===== src/rtl/dct_pkg.sv =====
// Shared types and constants for the DCT/IDCT block sequencer.
package dct_pkg;

    typedef enum logic [1:0] {
        IDLE  = 2'd0,
        LOAD  = 2'd1,
        WAIT  = 2'd2,
        DRAIN = 2'd3
    } state_e;

    localparam int unsigned BLOCK_SIZE = 64;
    localparam int unsigned CNT_W      = $clog2(BLOCK_SIZE);
    localparam int unsigned BLK_W      = 16;
    localparam int unsigned OUT_W      = 8;
    localparam int unsigned PIX_MSB    = 17;
    localparam int unsigned PIX_LSB    = 10;

endpackage


===== src/rtl/apx_window.sv =====
// Flags whether the current block index lies in [APX_START, APX_END).
module apx_window
    import dct_pkg::*;
#(
    parameter int unsigned APX_START = 0,
    parameter int unsigned APX_END   = 0
) (
    input  logic [BLK_W-1:0] blk_count_i,
    output logic             apx_c_o
);

    localparam bit          WinEn = (APX_END > APX_START);
    localparam int unsigned Span  = WinEn ? (APX_END - APX_START) : 0;

    logic [31:0] offset_c;
    logic        borrow_c;
    logic [31:0] unused_diff_c;

    // Borrow out of (offset - Span) means offset < Span; indices below START wrap high.
    assign offset_c                  = 32'(blk_count_i) - 32'(APX_START);
    assign {borrow_c, unused_diff_c} = 33'(offset_c) - 33'(Span);
    assign apx_c_o                   = WinEn && borrow_c;

endmodule


===== src/rtl/dct_idct_sequencer.sv =====
// Feeds 64-sample blocks into a DCT/IDCT pipeline, waits for the IDCT result,
// drains 64 output pixels and keeps a saturating completed-block count.
module dct_idct_sequencer
    import dct_pkg::*;
#(
    parameter int unsigned BitWidth  = 31,
    parameter int unsigned APX_START = 0,
    parameter int unsigned APX_END   = 0,
    parameter int unsigned TIMEOUT   = 4096
) (
    input  logic                 clk,
    input  logic                 reset,
    input  logic                 pix_valid,
    input  logic [BitWidth:0]    pix_data,
    output logic                 pix_ready,
    output logic                 dct_start,
    output logic [BitWidth:0]    dct_din,
    input  logic                 dct_reading,
    input  logic                 dct_done,
    input  logic                 idct_done,
    input  logic [BitWidth:0]    idct_dout,
    output logic                 rapx,
    output logic                 out_valid,
    output logic [OUT_W-1:0]     out_pix,
    output logic [BLK_W-1:0]     blk_count,
    output logic                 busy,
    output logic                 timeout_err
);

    localparam int unsigned WaitW = (TIMEOUT > 1) ? $clog2(TIMEOUT) : 1;

    state_e             state_q, state_d;
    logic [CNT_W-1:0]   sample_cnt_q, sample_cnt_d;
    logic [CNT_W-1:0]   out_cnt_q, out_cnt_d;
    logic [WaitW-1:0]   wait_cnt_q, wait_cnt_d;
    logic               rapx_q, rapx_d;
    logic               out_valid_q, out_valid_d;
    logic [OUT_W-1:0]   out_pix_q, out_pix_d;
    logic [BLK_W-1:0]   blk_count_q, blk_count_d;
    logic               timeout_err_q, timeout_err_d;
    logic               dct_start_q;
    logic               busy_q;
    logic               apx_c;
    logic               accept_c;
    logic               unused_c;

    apx_window #(
        .APX_START (APX_START),
        .APX_END   (APX_END)
    ) u_apx_window (
        .blk_count_i (blk_count_q),
        .apx_c_o     (apx_c)
    );

    // Handshake is combinational on dct_reading so the DCT can throttle per cycle.
    assign pix_ready = (state_q == LOAD) && dct_reading;
    assign accept_c  = pix_valid && pix_ready;
    assign dct_din   = pix_data;

    // dct_done is observed only; upper/lower idct_dout bits are not consumed.
    assign unused_c  = ^{dct_done, idct_dout};

    always_comb begin
        state_d       = state_q;
        sample_cnt_d  = sample_cnt_q;
        out_cnt_d     = out_cnt_q;
        wait_cnt_d    = wait_cnt_q;
        rapx_d        = rapx_q;
        out_valid_d   = 1'b0;
        out_pix_d     = out_pix_q;
        blk_count_d   = blk_count_q;
        timeout_err_d = timeout_err_q;

        case (state_q)
            IDLE: begin
                if (pix_valid) begin
                    state_d      = LOAD;
                    rapx_d       = apx_c;
                    sample_cnt_d = '0;
                end
            end
            LOAD: begin
                if (accept_c) begin
                    sample_cnt_d = sample_cnt_q + CNT_W'(1);
                    if (sample_cnt_q == CNT_W'(BLOCK_SIZE - 1)) begin
                        state_d    = WAIT;
                        wait_cnt_d = '0;
                    end
                end
            end
            WAIT: begin
                if (idct_done) begin
                    state_d   = DRAIN;
                    out_cnt_d = '0;
                end else if (wait_cnt_q == WaitW'(TIMEOUT - 1)) begin
                    state_d       = IDLE;
                    timeout_err_d = 1'b1;
                end else begin
                    wait_cnt_d = wait_cnt_q + WaitW'(1);
                end
            end
            DRAIN: begin
                // A low idct_done simply stalls the drain.
                if (idct_done) begin
                    out_valid_d = 1'b1;
                    out_pix_d   = idct_dout[PIX_MSB:PIX_LSB];
                    out_cnt_d   = out_cnt_q + CNT_W'(1);
                    if (out_cnt_q == CNT_W'(BLOCK_SIZE - 1)) begin
                        state_d = IDLE;
                        if (blk_count_q != {BLK_W{1'b1}}) begin
                            blk_count_d = blk_count_q + BLK_W'(1);
                        end
                    end
                end
            end
            default: state_d = IDLE;
        endcase
    end

    always_ff @(posedge clk) begin
        if (reset) begin
            state_q       <= IDLE;
            sample_cnt_q  <= '0;
            out_cnt_q     <= '0;
            wait_cnt_q    <= '0;
            rapx_q        <= 1'b0;
            out_valid_q   <= 1'b0;
            out_pix_q     <= '0;
            blk_count_q   <= '0;
            timeout_err_q <= 1'b0;
            dct_start_q   <= 1'b0;
            busy_q        <= 1'b0;
        end else begin
            state_q       <= state_d;
            sample_cnt_q  <= sample_cnt_d;
            out_cnt_q     <= out_cnt_d;
            wait_cnt_q    <= wait_cnt_d;
            rapx_q        <= rapx_d;
            out_valid_q   <= out_valid_d;
            out_pix_q     <= out_pix_d;
            blk_count_q   <= blk_count_d;
            timeout_err_q <= timeout_err_d;
            dct_start_q   <= (state_d == LOAD);
            busy_q        <= (state_d != IDLE);
        end
    end

    assign dct_start   = dct_start_q;
    assign rapx        = rapx_q;
    assign out_valid   = out_valid_q;
    assign out_pix     = out_pix_q;
    assign blk_count   = blk_count_q;
    assign busy        = busy_q;
    assign timeout_err = timeout_err_q;

endmodule


===== config.mk =====
export PLATFORM = sky130hd
export DESIGN_NAME = dct_idct_sequencer
export DESIGN_NICKNAME = d
export VERILOG_FILES = /design/src/rtl/dct_pkg.sv /design/src/rtl/apx_window.sv /design/src/rtl/dct_idct_sequencer.sv
export SDC_FILE = /design/constraint.sdc
export NUM_CORES = 1
export LEC_CHECK = 0
export CAP_MARGIN = 30
export CORE_MARGIN = 3
export CORE_UTILIZATION = 55
export CTS_CLUSTER_SIZE = 25
export DETAILED_ROUTE_END_ITERATION = 12
export DONT_BUFFER_PORTS = 1
export PLACE_DENSITY = 0.67
export SETUP_SLACK_MARGIN = 0.2
export SYNTH_ARGS = -nofsm -noshare
export SYNTH_HDL_FRONTEND = slang
export SYNTH_HIERARCHICAL = 1
export SYNTH_SLANG_ARGS = --single-unit

===== constraint.sdc =====
create_clock -name clk -period 2.2 [get_ports clk]
set_input_delay 0.22 -clock clk [delete_from_list [all_inputs] [get_ports clk]]
set_output_delay 0.22 -clock clk [all_outputs]
set_load 0.05 [all_outputs]

Yosys cells after proc, flatten, opt, wreduce, memory -nomap -nowiden --
Index checks and enable logic that the tools add are counted.
Word-level totals: word-level logic and storage cells 65, input bits 70, flip-flop bits (word level) 54, output and inout bits 62
Operators by class: reductions and logical operators 14, mux-type cells 20, equal/unequal tests 15, bitwise operators 2, $add $sub $neg 4
Operators with widths (count):
- $mux W12 | 4
- $mux W6 | 4
- $pmux W12 S2 | 1
- $pmux W6 S2 | 2
- $add A16 B1 Y16 const B | 1
- $ne A16 B16 Y1 const B | 1
- $mux W2 | 7
- $add A12 B1 Y12 const B | 1
- $add A6 B1 Y6 const B | 2
- $eq A12 B12 Y1 const B | 1
- $eq A6 B6 Y1 const B | 2
- $ne A2 B2 Y1 const B | 6
- $reduce_and A3 Y1 | 3
- $pmux W2 S4 | 1
- $reduce_bool A2 Y1 | 4
- $reduce_and A5 Y1 | 1
- $eq A2 B1 Y1 const B | 2
- $eq A2 B2 Y1 const B | 2
- $reduce_and A4 Y1 | 1
- $logic_and A1 B1 Y1 | 2
- $logic_not A2 Y1 | 1
- $ne A2 B1 Y1 const B | 1
- $not A1 Y1 | 2
- $reduce_and A2 Y1 | 1
- 2 further kinds | 2

Logic depth before layout (Yosys ltp) --
Gate-level depths: netlist of the first run.
depth in word-level cells 6, mapped depth 8, gate-level depth less buffers 5

By module --
Netlist of the first run, hierarchy kept.
By module, submodules not included:
- dct_idct_sequencer | cells an instance 361, area each 2985.4 um2, sequential area each 1101.1 um2, instances 1
- apx_window | cells an instance 2, area each 11.3 um2, sequential area each 0.0 um2, instances 1

Worst setup path after synthesis of the first run --
Ideal clock, no wire load.
path kind reg2reg, from register blk_count_q[3] (netlist: blk_count[3]), to register blk_count_q[15] (netlist: blk_count[15]), data required time 2.079 ns, clock period less this slack 1.989 ns, arrival 1.869 ns, setup slack 0.211 ns, cell stages (with the launch flop) 5, buffers on the path 0, library setup time 0.121 ns, cells stage by stage dfxtp_1 -> and3_1 -> nand4_1 -> nor4_1 -> mux2_2
On the way: cells in the longest elaborated chain, start to end 2, elaborated cells between the ends (all ways) 3, classes of those cells add/sub: 1; eq/ne: 1; reduce/logical: 1
RTL lines:
- start: declaration | line dct_idct_sequencer.sv:39 | logic [BLK_W-1:0] blk_count_q, blk_count_d;
- start signal: assignment | line dct_idct_sequencer.sv:141 | blk_count_q <= blk_count_d;
- parallel branches: the longest is 2 deep, another holds $add A16 B1 Y16
Several ways; the timed one is not identified. A chain may end at the register's enable or synchronous reset.

Final worst setup path of the first run --
from register sample_cnt_q[0], to register wait_cnt_q[4]
On the way: cells in the longest elaborated chain, start to end 3
RTL lines:
- start: declaration | line dct_idct_sequencer.sv:33 | logic [CNT_W-1:0] sample_cnt_q, sample_cnt_d;
- start signal: assignment | line dct_idct_sequencer.sv:135 | sample_cnt_q <= sample_cnt_d;
- $eq A6 B6 Y1 | line dct_idct_sequencer.sv:85 | if (sample_cnt_q == CNT_W'(BLOCK_SIZE - 1)) begin
- $ne A2 B1 Y1 (no source line)
- $reduce_and A5 Y1 (no source line)
- end signal: assignment | line dct_idct_sequencer.sv:137 | wait_cnt_q <= wait_cnt_d;
- end: declaration | line dct_idct_sequencer.sv:35 | logic [WaitW-1:0] wait_cnt_q, wait_cnt_d;
No other way between the ends.

==> results.cfg, run 1 <==
[timing]
skew_ns = 0.00711
setup_viol = 0
tns_ns = 0
post-route-period-util_pct = 86.7
finalHoldViolCount = 0
slew_headroom_pct = 64.4
worst_pin_slew_ns = 0.534
fmax_ghz = 0.524
finalCriticalPeriod_ns = 1.91
rsz0062_at_grt = no
finalMaxSlewViolations = 0

[synth]
synth_top_area_cell = dfxtp_1
synth_edf_count = 0
synthTopCellsByArea = dfxtp_1 37%, buf_4 8.5%, a21oi_1 6.7%
synth_nets = 437
syn_area_per_cell_sq_um = 8.26
ys_types = 47
synth_top_area_share_pct = 36.7
syn_inst = 363
synth-seq-cells = 55
yosys_warnings = 6
ys.flop_type = dfxtp_1
synthTopCellsByCount = 55 x dfxtp_1, 40 x a21oi_1, 34 x buf_4
syn_area_sq_um = 3000
synth_seq_area_share_pct = 36.7
synth_most_common_cell = dfxtp_1
ys_async_sr_fraction_pct = 0

[critical_path]
arrival_ns = 2.16
cp.required_ns = 2.45
crit_path_max_fanout = 21
worst_setup_path_end_kind = flop
worstSetupStartpointType = flop
path_class = flop to flop

[clock_network]
cts_made_buffers = 5
insertion_delay_ns = 0.32
cts_sinks = 55
cts_tree = done
cts_htree_levels = 2
cts_buffer_depth = 2
cts-root-buf = clkbuf_8
post_cts.repair.setup_buffers = 0
clk_pin_slew_worst_paths_ns = 0.11

[drt]
drt_wl_total_mm = 6.31
drcViolationCount = 0
post_drt_wl_per_cell_um = 15.1
vias_per_cell = 6.12
dr.pass1.iters = 4
antenna_left = 0
vias = 2552
drt_iter0_drc = 157

[layout]
antenna_cells = 0
area_growth_pct = 3.13
drive_above_1_share_pct = 14.1
nNetsFinal = 420

[global_routing]
grt_usage_pct = 20.9
grt_max_degree = 35
grt_pass1_wl_mm = 10.9
antenna_found_initial = 0
grt.overflow.total = 0
grt_pass1_vias = 2429

[floorplan]
fp.dieH_um = 79.8
coreArea_sq_um = 5170
die_w_um = 79.8
initial_utilization_pct = 57.9
io_pins = 132
die-area_sq_um = 6370
rows = 26

[power]
p_leak_nw = 1.03
ir_drop_uv = 350
power.total_mw = 1.90
power.density_nw_per_um2 = 615

[place]
hpwl_mm = 4.41
gp_congestion = 0.823
port_buffers = 0

[job]
max_cap_viol_count = 0

[worst_hold_path]
worstHoldPathType = input port to flop

[run_status]
outcome = finished clean
## final timing paths
check | cells past startpoint | startpoint | slack (ns) | to
worst max-delay path | 6 | sample_cnt_q[0] | 0.29 | wait_cnt_q[4]
worst min-delay path | 1 | reset | 0.01 | busy
worst min register to register | 2 | out_cnt_q[1] | 0.49 | out_cnt_q[1]
worst max register to register | 6 | sample_cnt_q[0] | 0.29 | wait_cnt_q[4]
## through the flow
step / cells / worst slack (ns) / area [sq um] / hold slack, ns / utilization (%)
CTS: 417 / 0.228 / 3080 / 0.00537 / 59.5
global placement: 408 / 0.293 / 2940 / 0.298 / 56.8
global route: 417 / 0.201 / 3090 / 0.00211 / 59.7
finish: 417 / 0.293 / 3090 / 0.0146 / 59.7
detailed placement: 408 / 0.243 / 2940 / 0.301 / 56.8
floorplan: 363 / 0.211 / 3000 / 0.356 / -
## cells in the final DEF (no fill, tap or decap), drive strengths merged, types with 3 or more instances in the layout
cell type	instances
ha	4
mux2	3
xnor2	4
dfxtp	55
buf	27
nor3	7
nor2b	6
nand3	15
or3	4
and2	3
nand4	12
or4	20
o31ai	17
nor3b	3
nor4	5
inv	8
clkbuf	5
a21oi	40
and3	6
and4	10
o21ai	11
nor2	21
nand2	33
## per-layer routing
layer	track usage [%]	wire, um	vias to the layer above	part of all wire, %
met2	34.7	2960	74	47
met3	6.55	452	16	7.2
met5	0	0	-	0
li1	-	-	1270	-
met4	8.11	121	0	1.9
met1	25.2	2770	1192	44
## report_power, final
group          switching, mW  internal [mW]  total [mW]
combinational         0.0698         0.0440       0.114
clock                  0.373          0.352       0.724
sequential            0.0506           1.01        1.06
total                  0.493           1.41        1.90
## kinds of logic (layout without fill, tap and decap cells)
| kind of cell | count (synthesis) | after routing | share of synthesized area [%] |
|---|---|---|---|
| and+or+nand+nor | 155 | 155 | 29.8 |
| AOI/OAI and AO/OA | 83 | 83 | 16.7 |
| buffers and inverters | 57 | 41 | 12.3 |
| DFF | 55 | 55 | 36.7 |
| adders and majority gates | 4 | 4 | 1.67 |
| xor gates and xnor gates | 4 | 4 | 1.17 |
| muxes | 4 | 4 | 1.46 |
| other | 1 | 1 | 0.125 |
## state kept, by name, indices dropped and copies added (netlist names)
register      cells
state_q           2
out_cnt_q         6
timeout_err       1
dct_start         1
rapx              1
busy              1
out_valid         1
blk_count        16
sample_cnt_q      6
out_pix           8
wait_cnt_q       12
## cell type report
cell class                      instances  area (sq um)
Clock buffer                            5          68.8
Fill cell                             481          2080
Clock inverter                          3          50.0
Multi-Input combinational cell        251          1550
Sequential cell                        55          1100
Tap cell                               70          87.6
Inverter                                6          22.5
Timing Repair Buffer                   27           215
## repair_timing
item                                   in CTS  in global routing
resized for setup                           0                  3
endpoints found under the hold margin      34                  0
setup endpoints to repair                   0                 10
hold buffers                                1                  0
## worst max-delay path, stage by stage (launching register included)
cell     delay, ns
dfxtp_1       0.41
ha_1          0.19
and4_1        0.27
a31oi_1       0.10
buf_4         0.20
or4_1         0.51
a21oi_1       0.16
No activity file was read; power rests on OpenSTA's default activity.
==> run 2, diff against run 1 <==
--- a/config.mk
+++ b/config.mk
@@ -11,6 +11,7 @@
 export CTS_CLUSTER_SIZE = 25
 export DETAILED_ROUTE_END_ITERATION = 12
 export DONT_BUFFER_PORTS = 1
+export MAX_ROUTING_LAYER = met4
 export PLACE_DENSITY = 0.67
 export SETUP_SLACK_MARGIN = 0.2
 export SYNTH_ARGS = -nofsm -noshare
==> results.cfg, run 2 (synthesis results as in run 1) <==
[global_routing]
met1_usage_pct = 25.4
grt_pass1_wl_mm = 10.9
grt_util_met3_pct = 6.21
grt_usage_pct = 21.5
grt_pass1_vias = 2427
grt-busiest-layer = met2
grt.overflow.total = 0
grt_use_met2_pct = 34.7
grt_max_degree = 35
antenna_found_initial = 0

[timing]
setup_viol = 0
finalHoldViolCount = 0
post-route-period-util_pct = 86.8
skew_ns = 0.00743
fmax_ghz = 0.524
finalMaxSlewViolations = 0
rsz0062_at_grt = no
tns_ns = 0
slew_headroom_pct = 64.4
finalCriticalPeriod_ns = 1.91
worst_pin_slew_ns = 0.534

[layout]
largest_register_ffs = 16
nNetsFinal = 420
fill_cells = 481
multi_input_area_sq_um = 1550
layout.area.seq_sq_um = 1100
instances_no_fill = 417
area_growth_pct = 3.13
final_common_cell = dfxtp_1
drive_above_1_share_pct = 14.1
antenna_cells = 0
mostFrequentLayoutCells = 55 x dfxtp_1, 40 x a21oi_1, 33 x nand2_1, 26 x buf_4, 21 x nor2_1

[clock_network]
cts_htree_levels = 2
insertion_delay_ns = 0.32
cts_sinks = 55
clk_pin_slew_worst_paths_ns = 0.11
cts_buffer_depth = 2
cts-root-buf = clkbuf_8
cts_tree = done
cts_made_buffers = 5

[run_status]
outcome = finished clean

[place]
dp_cells = 408
port_buffers = 0
gp_congestion = 0.835
hpwl_mm = 4.41

[drt]
vias = 2543
dr.pass1.iters = 4
vias_per_cell = 6.10
drcViolationCount = 0
drt_wl_total_mm = 6.31
antenna_left = 0
drt_iter0_drc = 160
post_drt_wl_per_cell_um = 15.1

[floorplan]
rows = 26
die_w_um = 79.8
initial_utilization_pct = 57.9
fp.dieH_um = 79.8
io_pins = 132
coreArea_sq_um = 5170
die-area_sq_um = 6370

[critical_path]
arrival_ns = 2.16
crit_path_max_fanout = 21
path_class = flop to flop
reg2reg_slack_ns = 0.29
cp.required_ns = 2.45
worst_setup_path_end_kind = flop
worstSetupStartpointType = flop

[power]
power.density_nw_per_um2 = 615
p_leak_nw = 1.03
ir_drop_uv = 350

[worst_hold_path]
worstHoldPathType = input port to flop

[job]
max_cap_viol_count = 0
-- run 2: cell counts in the layout (fill, tap and decap cells not counted) --
No cell type changed its count.
-- run 2: stage by stage --
stage / total power, mW / hold WS [ns] / util (%) / worst slack [ns] / instance area [sq um]
after detailed placement: 1.18 / 0.301 / 56.8 / 0.243 / 2940
after global placement: 1.18 / 0.298 / 56.8 / 0.293 / 2940
after CTS: 1.92 / 0.00537 / 59.5 / 0.228 / 3080
after global routing: 1.98 / 0.00211 / 59.7 / 0.201 / 3090
final: 1.90 / 0.0139 / 59.7 / 0.291 / 3090
after floorplan: 1.33 / 0.356 / - / 0.211 / 3000
-- run 2: layout make-up --
type / instances / area share, %
multi-input combinational: 251 / 50.0
sequential: 55 / 35.6
timing repair buffer: 27 / 6.96
tap: 70 / 2.83
clock buffer: 5 / 2.23
clock inverter: 3 / 1.62
inverter: 6 / 0.729
-- run 2: worst paths after layout --
path / to / cells past startpoint / from
hold reg to reg: out_cnt_q[1] / 2 / out_cnt_q[1]
setup reg to reg: wait_cnt_q[4] / 6 / sample_cnt_q[0]
setup / recovery: wait_cnt_q[4] / 6 / sample_cnt_q[0]
hold / removal: busy / 1 / reset
-- run 2: power breakdown --
group,internal (mW),switching [mW]
Combinational,0.0440,0.0699
Clock,0.352,0.374
Sequential,1.01,0.0507
-- run 2: routing by layer --
layer	share of wire [%]	wire length, um	vias to the layer above
li1	-	-	1270
met1	44	2800	1190
met5	0	0	-
met2	47	2960	67
met4	1.9	121	0
met3	6.9	434	16
-- run 2: critical path, cell delays in order, from the launching register on --
cell and delay, ns:
dfxtp_1 0.41, ha_1 0.19, and4_1 0.27, a31oi_1 0.10
buf_4 0.20, or4_1 0.51, a21oi_1 0.16
-- run 2: what timing repair did --
action                                 in CTS  in global routing
setup endpoints to repair                   0                 10
hold buffers                                1                  0
resized for setup                           0                  3
setup buffers                               0                  0
endpoints found under the hold margin      34                  0
==> RTL change 1, RTL diff (settings of run 2) <==
Re-encode `state_e` (4 states) as one-hot, 4 bits wide.
--- a/src/rtl/dct_pkg.sv
+++ b/src/rtl/dct_pkg.sv
@@ -3,7 +3,7 @@
 
-    typedef enum logic [1:0] {
-        IDLE  = 2'd0,
-        LOAD  = 2'd1,
-        WAIT  = 2'd2,
-        DRAIN = 2'd3
+    typedef enum logic [3:0] {
+        IDLE  = 4'b0001,
+        LOAD  = 4'b0010,
+        WAIT  = 4'b0100,
+        DRAIN = 4'b1000
     } state_e;
Behaviour: no difference found for any inputs over 10 cycles, from zero or initial values and one cycle with reset high; not proved beyond that.
==> RTL change 1 against run 2 <==
- total power is 18% higher
- cell count is 3.8% higher
- routed wire length is 0.24% higher
- first-iteration DRC count is 35% lower
- die area is 2.8% lower
- sequential cell count is 2 higher
- combinational power is 22% lower
- sequential share of layout area is 0.93 points lower
- cell area is 8.5% higher
- setup slack worse by 0.027 ns
- synthesized area is 3.0% lower
- critical endpoint is now wait_cnt_q[6]
==> RTL change 1: results (changes against run 2) <==
| Metric | Value |
|---|---|
| Status | complete, no violations (unchanged) |
| Met2 Routed Length | 2.955 mm (was 2.960 mm) |
| Layout cells sized above 1 | 24.86% (was 14.12%) |
| Non-clk buf share | 10.30% (was 6.964%) |
| Worst hold start | idct_dout[14] (was reset) |
| Met1 Track Usage GR | 26.69% (was 25.45%) |
| Top cells by area, synth | dfxtp_1, buf_4, a21oi_1 (unchanged) |
| Non-clock buffer count | 42 (was 27) |
| Dpl hpwl | 4.134 mm (was 4.414 mm) |
| DRT iter0 DRCs | 104 (was 160) |
| Hold_buf cts | 8 (was 1) |
| Multi-input gates | 246 (was 251) |
| First-pass GRT wire length | 10.81 mm (was 10.87 mm) |
| Via-to-Cell Ratio | 5.725 (was 6.098) |
| Internal power component | 0.001721 W (was 0.001408 W) |
| Flip-flop and latch area | 1164 sq um (was 1101 sq um) |
| P_comb | 0.0000884 W (was 0.000114 W) |
| Design area | 3353 sq um (was 3090 sq um) |
| Logic inverters | 5 (was 6) |
| WL per Instance | 14.61 um (was 15.14 um) |
| Clk slew on worst S/H paths | 0.07 ns (was 0.11 ns) |
| Worst Hold Depth | 2 (was 1) |
| Hold endpoint | out_pix[4] (was busy) |
| Clock Skews | 0.008238 ns (was 0.007430 ns) |
| Nets@finish | 435 (was 420) |
| Met2 GRT Util | 35.48% (was 34.72%) |
RTL change 1: changes by cell type after synthesis, sizes merged, moves of 3 or more:
| cell | before | now |
|---|---|---|
| xnor2 | 4 | 12 |
| nor2 | 21 | 39 |
| and4 | 10 | 3 |
| nor2b | 6 | 1 |
| nor4b | 0 | 4 |
| or4 | 20 | 10 |
| o31ai | 17 | 11 |
| xor2 | 0 | 4 |
| nor3 | 7 | 10 |
| a21oi | 40 | 34 |
| buf | 42 | 38 |
| nor4 | 5 | 8 |
RTL change 1: logic make-up (layout without fill, tap and decap cells):
logic type               count (synthesis)  count (layout)  share of synthesized area, %
multiplexers                             2               2                        0.7321
AND/OR/NAND/NOR                        159             161                         29.59
XOR/XNOR                                16              16                         4.823
AO/OA/AOI/OAI                           62              62                         12.36
adder cells (fa/ha/maj)                  4               4                         1.723
flip-flops                              57              57                         39.28
buffers and inverters                   52              63                         11.37
other                                    1               1                        0.1291
==> RTL change 2, RTL diff (config.mk and constraints of run 2) <==
Without the edit above. Set the parameter `TIMEOUT` to 1024 (it was 4096).
--- a/src/rtl/dct_idct_sequencer.sv
+++ b/src/rtl/dct_idct_sequencer.sv
@@ -8,3 +8,3 @@
     parameter int unsigned APX_END   = 0,
-    parameter int unsigned TIMEOUT   = 4096
+    parameter int unsigned TIMEOUT   = 1024
 ) (
Check against the original RTL: same outputs for any inputs over 10 cycles, from zero or initial values and one cycle with reset high; that may be too few to reach the edited logic, so the function may still have changed.
==> RTL change 2 against run 2 <==
- synthesized area is 8.2% lower
- fmax is 2.3% higher
- routed wire length shrank 15%
- setup slack better by 0.043 ns
- total power decreased by 5.5%
- cell area decreased by 7.9%
- sequential cell count decreased by 2
- sequential power decreased by 4%
- highest routed layer unchanged
==> RTL change 2: results (changes against run 2) <==
| Metric | Value |
|---|---|
| Internal power component | 0.001355 W (was 0.001408 W) |
| CP max stage delay | 0.40 ns (was 0.51 ns) |
| Max FFs per register | 16 (unchanged) |
| Worst hold start | idct_dout[13] (was reset) |
| Clock Skews | 0.01018 ns (was 0.007430 ns) |
| Worst hold margin | 0.04088 ns (was 0.01394 ns) |
| Nets@finish | 389 (was 420) |
| Area after DPL | 2691 sq um (was 2939 sq um) |
| Worst Path Max Fanout | 14 (was 21) |
| Layout cells sized above 1 | 15.51% (was 14.12%) |
| Placer Congestion | 0.8656 (was 0.8353) |
| Critical path launch point | state_q[0] (was sample_cnt_q[0]) |
| Syn_nets | 406 (was 437) |
| GRT Total Usage | 19.24% (was 21.52%) |
| Worst Path Class, Setup | reg2reg (unchanged) |
| Syn_area_per_cell | 8.287 sq um (was 8.255 sq um) |
| Worst Path Arrival | 2.08 ns (was 2.16 ns) |
| DRT iter0 DRCs | 106 (was 160) |
| Hold endpoint | out_pix[3] (was busy) |
| Dpl hpwl | 3.689 mm (was 4.414 mm) |
| Initial antenna violation count | 0 (unchanged) |
| Internal reg-to-reg setup slack | 0.33 ns (was 0.29 ns) |
| P_comb | 0.000109 W (was 0.000114 W) |
| Max clock buf depth | 2 (unchanged) |
| Worst Hold Depth | 2 (was 1) |
| Fmax | 0.5358 GHz (was 0.5237 GHz) |
| Total vias in the final route | 2,177 (was 2,543) |
| # fillers | 472 (was 481) |
| First-pass GRT wire length | 9.059 mm (was 10.87 mm) |
| Status | complete, no violations (unchanged) |
| 1st-pass router iterations | 4 (unchanged) |
| Cell total after placement | 373 (was 408) |
| WL per Instance | 14.05 um (was 15.14 um) |
| PortBufs | 0 (unchanged) |
| Slew headroom | 65.12% (was 64.37%) |
| Root Buffer Master | clkbuf_8 (unchanged) |
| Number of global-route vias before repair | 2,005 (was 2,427) |
| Critical path's slowest cell | dfxtp_1 (was or4_1) |
| Pre-CTS WS | 0.2863 ns (was 0.2425 ns) |
| Peak supply drop | 0.0004671 V (was 0.0003497 V) |
| Static Leak | 1.004 nW (was 1.026 nW) |
| Synth cell count leaders | dfxtp_1, nor2_1, nand2_1, buf_4, a21oi_1 (was dfxtp_1, a21oi_1, buf_4, nand2_1, nor2_1) |
| Seq/Total Area, Yosys | 38.56% (was 36.74%) |
| Clk. pwr | 0.000670 W (was 0.000726 W) |
| HP Class | in2reg (unchanged) |
| Reg2reg end | wait_cnt_q[8] (was wait_cnt_q[4]) |
| Via-to-Cell Ratio | 5.684 (was 6.098) |
| Post-synth cell types | 46 (was 47) |
| Largest net degree at the start of global routing | 39 (was 35) |
| Top cells by area, synth | dfxtp_1, buf_4, nor2_1 (was dfxtp_1, buf_4, a21oi_1) |
| Seq. pwr | 0.00102 W (was 0.00106 W) |
[RTL change 2: timing repair]
item	4_1_cts	5_1_grt
setup buffers	0	1
endpoints found under the setup margin	0	4
hold endpoints to repair	38	0
hold buffers	1	0
gates resized for setup	0	2
[RTL change 2: layout make-up]
class / instances / area (sq um) / area share, %
inverter: 3 / 11.26 / 0.3954
clock inverter: 3 / 43.79 / 1.538
multi-input combinational: 229 / 1389 / 48.77
sequential: 53 / 1066 / 37.43
clock buffer: 5 / 68.82 / 2.417
timing repair buffer: 23 / 185.2 / 6.503
tap: 67 / 83.83 / 2.944
[RTL change 2: layer usage]
layer,up-vias,track usage (%),routed length (um)
li1,1088,-,-
met1,1021,23.27,2525
met2,62,30.14,2482
met3,6,5.751,321
met4,0,7.428,53
met5,-,-,0
[RTL change 2: cell families after synthesis]
group,after synthesis,share of synthesized area [%]
compound gates,49,11.37
simple gates,151,28.70
other cells,1,0.1363
flops,53,38.56
xor+xnor,21,6.685
mux,3,1.182
fa+ha+maj,4,1.819
buf+inv,50,11.55
